File: src/rtl/ex_muldiv_stage.sv
// EX stage: single-cycle ALU pass-through plus an iterative RV32M multiply/divide unit.
// The EX/MEM register takes a bubble on every stall cycle and the M result on the DONE cycle.
module ex_muldiv_stage #(
    parameter int XLEN  = 32,
    parameter int CNT_W = 6
) (
    input  logic            clk,
    input  logic            rst,
    input  logic            flush,
    input  logic            valid_ID,
    input  logic            ctrl_md_ID,
    input  logic [2:0]      md_op_ID,
    input  logic [XLEN-1:0] rs1_ID,
    input  logic [XLEN-1:0] rs2_ID,
    input  logic [XLEN-1:0] alu_out_ID,
    input  logic [4:0]      reg_wb_addr_ID,
    input  logic            ctrl_reg_write_ID,
    output logic            stall_EX,
    output logic            md_busy,
    output logic            valid_EX,
    output logic [XLEN-1:0] result_EX,
    output logic [4:0]      reg_wb_addr_EX,
    output logic            ctrl_reg_write_EX
);

    typedef enum logic [1:0] {S_IDLE, S_BUSY, S_DONE} state_t;

    state_t              r_state;
    logic [CNT_W-1:0]    r_cnt;
    logic [2:0]          r_op;
    logic [XLEN-1:0]     r_b;
    logic [2*XLEN-1:0]   r_acc;
    logic                r_neg_q;
    logic                r_neg_r;
    logic                r_dbz;
    logic [4:0]          r_addr;
    logic                r_wr;

    logic                w_start;
    logic                w_is_div;
    logic                w_s1;
    logic                w_s2;
    logic [XLEN-1:0]     w_a_mag;
    logic [XLEN-1:0]     w_b_mag;
    logic [XLEN:0]       w_m_sum;
    logic [2*XLEN-1:0]   w_m_next;
    logic [XLEN:0]       w_d_shift;
    logic [XLEN:0]       w_d_diff;
    logic                w_d_ge;
    logic [2*XLEN-1:0]   w_d_next;
    logic [2*XLEN-1:0]   w_prod;
    logic [XLEN-1:0]     w_quot;
    logic [XLEN-1:0]     w_rem;
    logic [XLEN-1:0]     w_result;

    assign w_start  = (r_state == S_IDLE) && valid_ID && ctrl_md_ID && !flush;
    assign w_is_div = md_op_ID[2];
    assign w_s1     = rs1_ID[XLEN-1] && (md_op_ID inside {3'd1, 3'd2, 3'd4, 3'd6});
    assign w_s2     = rs2_ID[XLEN-1] && (md_op_ID inside {3'd1, 3'd4, 3'd6});
    assign w_a_mag  = w_s1 ? -rs1_ID : rs1_ID;
    assign w_b_mag  = w_s2 ? -rs2_ID : rs2_ID;

    // Multiply: multiplier sits in the low half and shifts out as the product shifts in.
    assign w_m_sum  = {1'b0, r_acc[2*XLEN-1:XLEN]} + (r_acc[0] ? {1'b0, r_b} : '0);
    assign w_m_next = {w_m_sum, r_acc[XLEN-1:1]};

    // Divide: {remainder, quotient} shift left; restore by simply not taking the difference.
    assign w_d_shift = r_acc[2*XLEN-1:XLEN-1];
    assign w_d_diff  = w_d_shift - {1'b0, r_b};
    assign w_d_ge    = !w_d_diff[XLEN];
    assign w_d_next  = {(w_d_ge ? w_d_diff[XLEN-1:0] : w_d_shift[XLEN-1:0]),
                        r_acc[XLEN-2:0], w_d_ge};

    assign w_prod = r_neg_q ? -r_acc : r_acc;
    assign w_quot = r_dbz ? '1 : (r_neg_q ? -r_acc[XLEN-1:0] : r_acc[XLEN-1:0]);
    assign w_rem  = r_neg_r ? -r_acc[2*XLEN-1:XLEN] : r_acc[2*XLEN-1:XLEN];

    always_comb begin
        w_result = w_rem;
        case (r_op)
            3'd0:                w_result = w_prod[XLEN-1:0];
            3'd1, 3'd2, 3'd3:    w_result = w_prod[2*XLEN-1:XLEN];
            3'd4, 3'd5:          w_result = w_quot;
            default:             w_result = w_rem;
        endcase
    end

    assign stall_EX = !rst && !flush &&
                      (((r_state == S_IDLE) && valid_ID && ctrl_md_ID) || (r_state == S_BUSY));
    assign md_busy  = (r_state == S_BUSY);

    always_ff @(posedge clk) begin
        if (rst) begin
            r_state <= S_IDLE;
            r_cnt   <= '0;
        end else if (flush) begin
            r_state <= S_IDLE;
            r_cnt   <= '0;
        end else begin
            case (r_state)
                S_IDLE: if (w_start) begin
                    r_state <= S_BUSY;
                    r_cnt   <= '0;
                end
                S_BUSY: begin
                    r_cnt <= r_cnt + CNT_W'(1);
                    if (r_cnt == CNT_W'(XLEN-1))
                        r_state <= S_DONE;
                end
                default: r_state <= S_IDLE;
            endcase
        end
    end

    // Datapath state carries no reset: it is always reloaded before it is observed.
    always_ff @(posedge clk) begin
        if (w_start && !rst) begin
            r_op    <= md_op_ID;
            r_b     <= w_is_div ? w_b_mag : w_a_mag;
            r_acc   <= {{XLEN{1'b0}}, (w_is_div ? w_a_mag : w_b_mag)};
            r_neg_q <= w_s1 ^ w_s2;
            r_neg_r <= w_s1;
            r_dbz   <= (rs2_ID == '0);
            r_addr  <= reg_wb_addr_ID;
            r_wr    <= ctrl_reg_write_ID;
        end else if (r_state == S_BUSY) begin
            r_acc <= r_op[2] ? w_d_next : w_m_next;
        end
    end

    always_ff @(posedge clk) begin
        if (rst) begin
            valid_EX          <= 1'b0;
            result_EX         <= '0;
            reg_wb_addr_EX    <= '0;
            ctrl_reg_write_EX <= 1'b0;
        end else if (flush || stall_EX) begin
            valid_EX          <= 1'b0;
            ctrl_reg_write_EX <= 1'b0;
        end else if (r_state == S_DONE) begin
            valid_EX          <= 1'b1;
            result_EX         <= w_result;
            reg_wb_addr_EX    <= r_addr;
            ctrl_reg_write_EX <= r_wr;
        end else begin
            valid_EX          <= valid_ID;
            result_EX         <= alu_out_ID;
            reg_wb_addr_EX    <= reg_wb_addr_ID;
            ctrl_reg_write_EX <= ctrl_reg_write_ID && valid_ID;
        end
    end

endmodule

File: config.mk
export PLATFORM = sky130hd
export DESIGN_NAME = ex_muldiv_stage
export DESIGN_NICKNAME = d
export VERILOG_FILES = /design/src/rtl/ex_muldiv_stage.sv
export SDC_FILE = /design/constraint.sdc
export NUM_CORES = 1
export LEC_CHECK = 0
export CORE_ASPECT_RATIO = 1.2
export CORE_UTILIZATION = 45
export CTS_CLUSTER_DIAMETER = 200
export DETAILED_ROUTE_END_ITERATION = 6
export PLACE_DENSITY = 0.66
export SETUP_SLACK_MARGIN = 0.02
export SLEW_MARGIN = 20
export SYNTH_ARGS = -nofsm -noshare
export SYNTH_HDL_FRONTEND = slang
export SYNTH_SLANG_ARGS = --single-unit
File: constraint.sdc
create_clock -name clk -period 5.97 [get_ports clk]
set_input_delay 1.4925 -clock clk [delete_from_list [all_inputs] [get_ports clk]]
set_output_delay 1.4925 -clock clk [all_outputs]
set_load 0.01 [all_outputs]
==> results.py <==
metrics = {
    "timing": {
        "finalSetupViolCount": 0,
        "fin_tns_setup_ns": 0,
        "fin_crit_ns": 4.884,
        "period_share_pct": 81.81,
        "tightest_slew_ns": 1.032,
        "finalHoldViolCount": 0,
        "skew_ns": 0.01430,
        "slew_violations": 0,
        "rsz0062_at_grt": "no",
        "fmax_mhz": 204.8,
        "slew_headroom_pct": 30.94,
    },
    "detailed_routing": {
        "drt_iter0_drc": 1442,
        "drc": 6,
        "wire_per_inst_um": 22.01,
        "postRouteAntennaNets": 0,
        "num_vias": 14700,
        "routed_via_density": 6.322,
        "wl_um": 51170,
        "drtPass1Iterations": 7,
    },
    "setup_path": {
        "endpoint": "stall_EX",
        "critPathRequiredTime_ns": 4.48,
        "crit_start": "valid_ID",
        "r2r-end": "r_acc[33]$_SDFFE_PP0P_",
        "endpoint_kind": "output pin",
        "reg2reg_from": "r_acc[31]$_DFFE_PP_",
        "rrSetupSlack_ns": 1.27,
        "crit_type": "input pin to output pin",
        "cp-start-kind": "input pin",
        "arrival_ns": 3.39,
        "reg2reg_depth": 14,
        "worst-path-max-fanout": 3,
    },
    "synthesis": {
        "async_flop_share_pct": 0,
        "yosysWarnings": 0,
        "ys_seq_area_share_pct": 26.46,
        "synthCells": 1828,
        "synth_top_flop_cell": "dfxtp_1",
        "ys_seq_elements": 155,
        "synthesis.area_sq_um": 14600,
        "synth-edff-count": 76,
        "syn_area_per_cell_sq_um": 7.988,
        "syn-num-nets": 2009,
        "ys_types": 70,
    },
    "cts": {
        "cts_root_buf": "clkbuf_16",
        "ctsLongestPathBuffers": 2,
        "cts_tree": "built",
        "numCtsBuffers": 17,
        "clk_pin_slew_ns": 0.07,
        "htree_levels": 4,
        "cts.sinks": 155,
        "clk_latency_ns": 0.45,
        "postCtsHoldBufs": 0,
        "post_cts_resized": 0,
        "post_cts_buffers": 0,
    },
    "worst_hold_path": {
        "hold_class": "flop to flop",
    },
    "floorplan": {
        "die_area_sq_um": 33170,
        "num_rows": 71,
        "io_pins": 151,
        "dieWidth_um": 166.4,
        "core_area_sq_um": 31630,
        "initial_utilization_pct": 46.17,
        "fp.dieH_um": 199.3,
    },
    "final_layout": {
        "fillers": 3023,
        "final_area_sq_um": 16990,
        "fin_cells": 2325,
        "final_nets": 2092,
        "multi_input_area_sq_um": 10040,
        "final_layout_size_suffix_gt1_share_pct": 4.990,
        "seq_area_sq_um": 3864,
        "n_antenna_cell": 0,
        "area_delta_synth_final_pct": 16.36,
    },
    "status": {
        "violations": "design-rule violations",
        "status": "finished with violations",
    },
    "global_route": {
        "grt_pass1_wl_um": 79060,
        "track_usage_pct": 30.66,
        "overflow": 0,
        "antenna_found_initial": 1,
        "grt_pass1_vias": 13940,
        "grt_start_max_net_pins": 84,
    },
    "power": {
        "p_per_area_nw_per_um2": 311.0,
        "peakVddDrop_mv": 0.2399,
        "p_leak_nw": 6.767,
    },
    "placed_design": {
        "place_congestion": 0.9872,
        "dp_cells": 2292,
        "numPortBuffers": 150,
        "dpl.hpwl_um": 38860,
        "postPlaceCellArea_sq_um": 16370,
    },
    "job": {
        "timing.max_cap.violations": 0,
    },
}
-- where the power goes --
group | switching [mW] | internal, mW
logic | 1.44 | 1.08
clock network | 0.547 | 0.601
registers | 0.361 | 1.25
total | 2.35 | 2.94
-- logic make-up (layout without fill, tap and decap cells) --
| family | count (synthesis) | after routing | share of synthesized area (%) |
|---|---|---|---|
| fa+ha+maj | 71 | 71 | 6.187 |
| flops | 155 | 155 | 26.46 |
| simple gates | 540 | 540 | 17.83 |
| xor+xnor | 197 | 197 | 11.82 |
| buf+inv | 184 | 280 | 4.807 |
| mux | 108 | 108 | 7.404 |
| compound gates | 573 | 573 | 25.49 |
-- worst max-delay path: stages --
cell             delay [ns]
clkdlybuf4s50_1        0.49
nand2_1                0.12
nor2_1                 0.19
nand2_1                0.11
or2_2                  0.30
o21ai_0                0.11
clkdlybuf4s50_1        0.58
-- sequential cells by signal, summed over array words and instances (netlist names) --
register / cells
r_acc: 64
r_b: 32
result_EX: 32
r_cnt: 6
r_addr: 5
reg_wb_addr_EX: 5
r_op: 3
r_state: 2
ctrl_reg_write_EX: 1
r_dbz: 1
r_neg_q: 1
r_neg_r: 1
r_wr: 1
valid_EX: 1
-- synthesized netlist by cell type, drive strengths merged, types with 7 or more instances --
cell,count,area (sq um)
o21ai,151,759.5
a221oi,9,78.83
buf,18,78.82
nand3,25,125.1
a21oi,142,710.7
dfxtp,79,1582
a311oi,10,87.58
o21bai,9,67.56
nor3b,7,52.55
xnor2,96,840.8
o31ai,27,221.5
a32oi,7,61.31
o21a,9,67.56
a211oi,23,172.7
nor3,43,215.2
o41ai,14,122.6
edfxtp,76,2282
nor4,17,112.6
a22oi,23,172.7
or3,19,118.9
o211ai,14,105.1
nand4,12,75.07
nand2b,30,187.7
clkbuf,96,360.4
a31oi,23,143.9
nor2b,14,87.58
ha,69,863.3
inv,68,255.2
and3,11,68.82
or4,16,131.4
and2,7,43.79
a2111oi,8,70.07
or2,12,75.07
o22ai,8,50.05
o221a,8,90.09
o221ai,20,175.2
a21o,39,292.8
xor2,101,884.6
nand2,156,588.1
mux2i,108,1081
nor2,156,585.6
-- layout by cell type, fill, tap and decap left out, drive strengths merged, types with 16 or more instances in the layout --
cell | netlist | final
or4 | 16 | 16
xnor2 | 96 | 96
clkbuf | 96 | 17
o31ai | 27 | 27
buf | 18 | 29
a22oi | 23 | 23
ha | 69 | 69
a21oi | 142 | 142
inv | 68 | 78
nand2 | 156 | 156
o21ai | 151 | 151
nor2 | 156 | 156
a21o | 39 | 39
nand3 | 25 | 25
o221ai | 20 | 20
edfxtp | 76 | 76
xor2 | 101 | 101
nor3 | 43 | 43
nand2b | 30 | 30
or3 | 19 | 19
a31oi | 23 | 23
mux2i | 108 | 108
a211oi | 23 | 23
nor4 | 17 | 17
clkdlybuf4s50 | 0 | 149
dfxtp | 79 | 79
-- how the worst min path moves through the flow --
stage | from | end | slack, ns | depth (start not counted)
detailed placement | result_EX[2]$_SDFFE_PP0N_ | result_EX[2]$_SDFFE_PP0N_ | 0.45 | 2
global placement | result_EX[2]$_SDFFE_PP0N_ | result_EX[2]$_SDFFE_PP0N_ | 0.44 | 2
floorplan | r_cnt[3]$_SDFFE_PN0P_ | r_cnt[3]$_SDFFE_PN0P_ | 0.45 | 1
global route | result_EX[2]$_SDFFE_PP0N_ | result_EX[2]$_SDFFE_PP0N_ | 0.47 | 2
finish | result_EX[2]$_SDFFE_PP0N_ | result_EX[2]$_SDFFE_PP0N_ | 0.46 | 2
CTS | result_EX[2]$_SDFFE_PP0N_ | result_EX[2]$_SDFFE_PP0N_ | 0.46 | 2
-- stage by stage --
step | power (mW) | worst slack, ns | util [%] | hold WS, ns
3_3_place_gp | 4.044 | 0.8482 | 51.77 | 0.4423
4_1_cts | 5.226 | 1.098 | 53.68 | 0.4621
3_5_place_dp | 4.075 | 0.7942 | 51.77 | 0.4524
6_report | 5.284 | 1.086 | 53.72 | 0.4594
2_1_floorplan | 3.304 | 1.917 | - | 0.4499
5_1_grt | 5.567 | 0.8154 | 53.72 | 0.4685
-- layer usage --
layer  track usage [%]  vias up  share of wire [%]
li1                  -     6905                  -
met1             38.11     6989                 41
met2             52.55      670                 47
met3             4.536      135                7.3
met4             13.99        0                4.5
met5                 0        -                  0
-- area by class of cell --
class,instances,share of cell area (%)
Sequential cell,155,22.74
Inverter,70,1.547
Clock inverter,15,1.038
Tap cell,401,2.953
Clock buffer,17,2.504
Multi-Input combinational cell,1489,59.11
Timing Repair Buffer,178,10.10
Power figures use the tool's default switching activity.
==> edit, RTL diff (same flow settings) <==
The 3 states of `state_t` get a one-hot encoding in 3 bits.
--- a/src/rtl/ex_muldiv_stage.sv
+++ b/src/rtl/ex_muldiv_stage.sv
@@ -25,3 +25,3 @@
 
-    typedef enum logic [1:0] {S_IDLE, S_BUSY, S_DONE} state_t;
+    typedef enum logic [2:0] {S_IDLE = 3'b001, S_BUSY = 3'b010, S_DONE = 3'b100} state_t;
 
Formal check against the unedited RTL: no difference found for any inputs over 10 cycles, from zero or initial values and one cycle with rst high; not proved beyond that.
==> edit against the unedited design <==
  * The run still ends with DRC left
  * Wire length down 3.8%
  * First-iteration DRC count down 1.1%
  * Worst setup slack worse by 0.12 ns
  * Cell area down 0.74%
  * Area after synthesis down 0.73%
  * Sequential cell count up 1
Power is not compared: it rests on default switching activity, and its combinational part moved more than twofold at a synthesized area within 25%.
==> edit: results (changes against the unedited design) <==
[cells_and_area]
fin_nets=2072  ; -0.96%
n_all_inverters=65  ; -7.1%
seq_area_sq_um=3880  ; +0.52%
buffer_area_frac=0.102  ; +0.000601
buffers=176  ; -1.1%
clk_share=0.0341  ; -0.00130
drive_above_1_share=0.0525  ; +0.00262
num-clock-buffers=19  ; +2

[setup_path]
reg2reg_from=r_acc[0]
critPathArrivalTime_ns=3.51  ; +0.12 ns
crit_path_start=flush
slowest_delay_ns=0.52  ; -0.06 ns
reg2regPathDepth=12  ; -2

[sta]
worst_slew_pin_slew_ns=1.00  ; -0.0273 ns
timing.clock.skew_ns=0.0110  ; -0.00329 ns

[place]
place.gp.congestion=0.938  ; -5.0%

[worst_hold_path]
whs_endpoint=r_cnt[5]
hold_path_depth=1  ; -1

[detailed_routing]
drcViolationCount=11  ; +5
routedWlPerCell_microns=21.4  ; -2.9%

[status]
violations=DRC
status=finished, violations left

[global_routing]
grt_pass1_wl_microns=76700  ; -2.9%
grt_usage=0.298  ; -0.00877

[logic_synthesis]
seq_area_frac_synth=0.268  ; +0.00332

-- edit: cell count changes in the layout (fill, tap and decap cells not counted), sizes merged, moves of 9 or more --
cell | unedited run | this run
o21a | 9 | 18
mux2 | 0 | 12
xnor2 | 96 | 84
nor3 | 43 | 33
a31oi | 23 | 11
a21o | 39 | 28
a21oi | 142 | 157
xor2 | 101 | 112
nand2b | 30 | 20
-- edit: power by group through the flow --
| stage | clock network, mW | registers, mW | logic (mW) |
|---|---|---|---|
| CTS | 1.10 | 1.24 | 0.849 |
| floorplan | 0 | 1.23 | 0.577 |
| detailed placement | 0 | 1.26 | 0.844 |
| global placement | 0 | 1.26 | 0.836 |
| global route | 1.15 | 1.24 | 0.935 |
| finish | 1.09 | 1.24 | 0.858 |
-- edit: stage by stage --
stage,setup slack (ns),utilization,hold slack (ns),std cells,area (sq um)
after floorplan,1.58,-,0.413,1806,14500
after global placement,0.977,0.516,0.428,2272,16300
after detailed placement,0.967,0.516,0.433,2272,16300
after CTS,0.955,0.534,0.443,2304,16800
after global routing,0.748,0.535,0.474,2305,16900
final,0.965,0.535,0.441,2305,16900
-- edit: kinds of logic after synthesis --
kind of cell / after synthesis / share of synthesized area
flip-flops: 156 / 0.268
buffers and inverters: 175 / 0.0464
XOR/XNOR: 196 / 0.118
multiplexers: 117 / 0.0818
adder cells (fa/ha/maj): 71 / 0.0623
AO/OA/AOI/OAI: 561 / 0.249
AND/OR/NAND/NOR: 530 / 0.174
-- edit: critical path: cells and delay by family --
family | cells | cell delay [ns]
AND/OR/NAND/NOR | 3 | 0.82
buffers and inverters | 4 | 1.15
AO/OA/AOI/OAI | 1 | 0.04
-- edit: routing by layer --
layer | track usage | share of wire
met3 | 0.0404 | 0.065
met5 | 0 | 0
met1 | 0.366 | 0.41
met4 | 0.157 | 0.052
met2 | 0.511 | 0.47
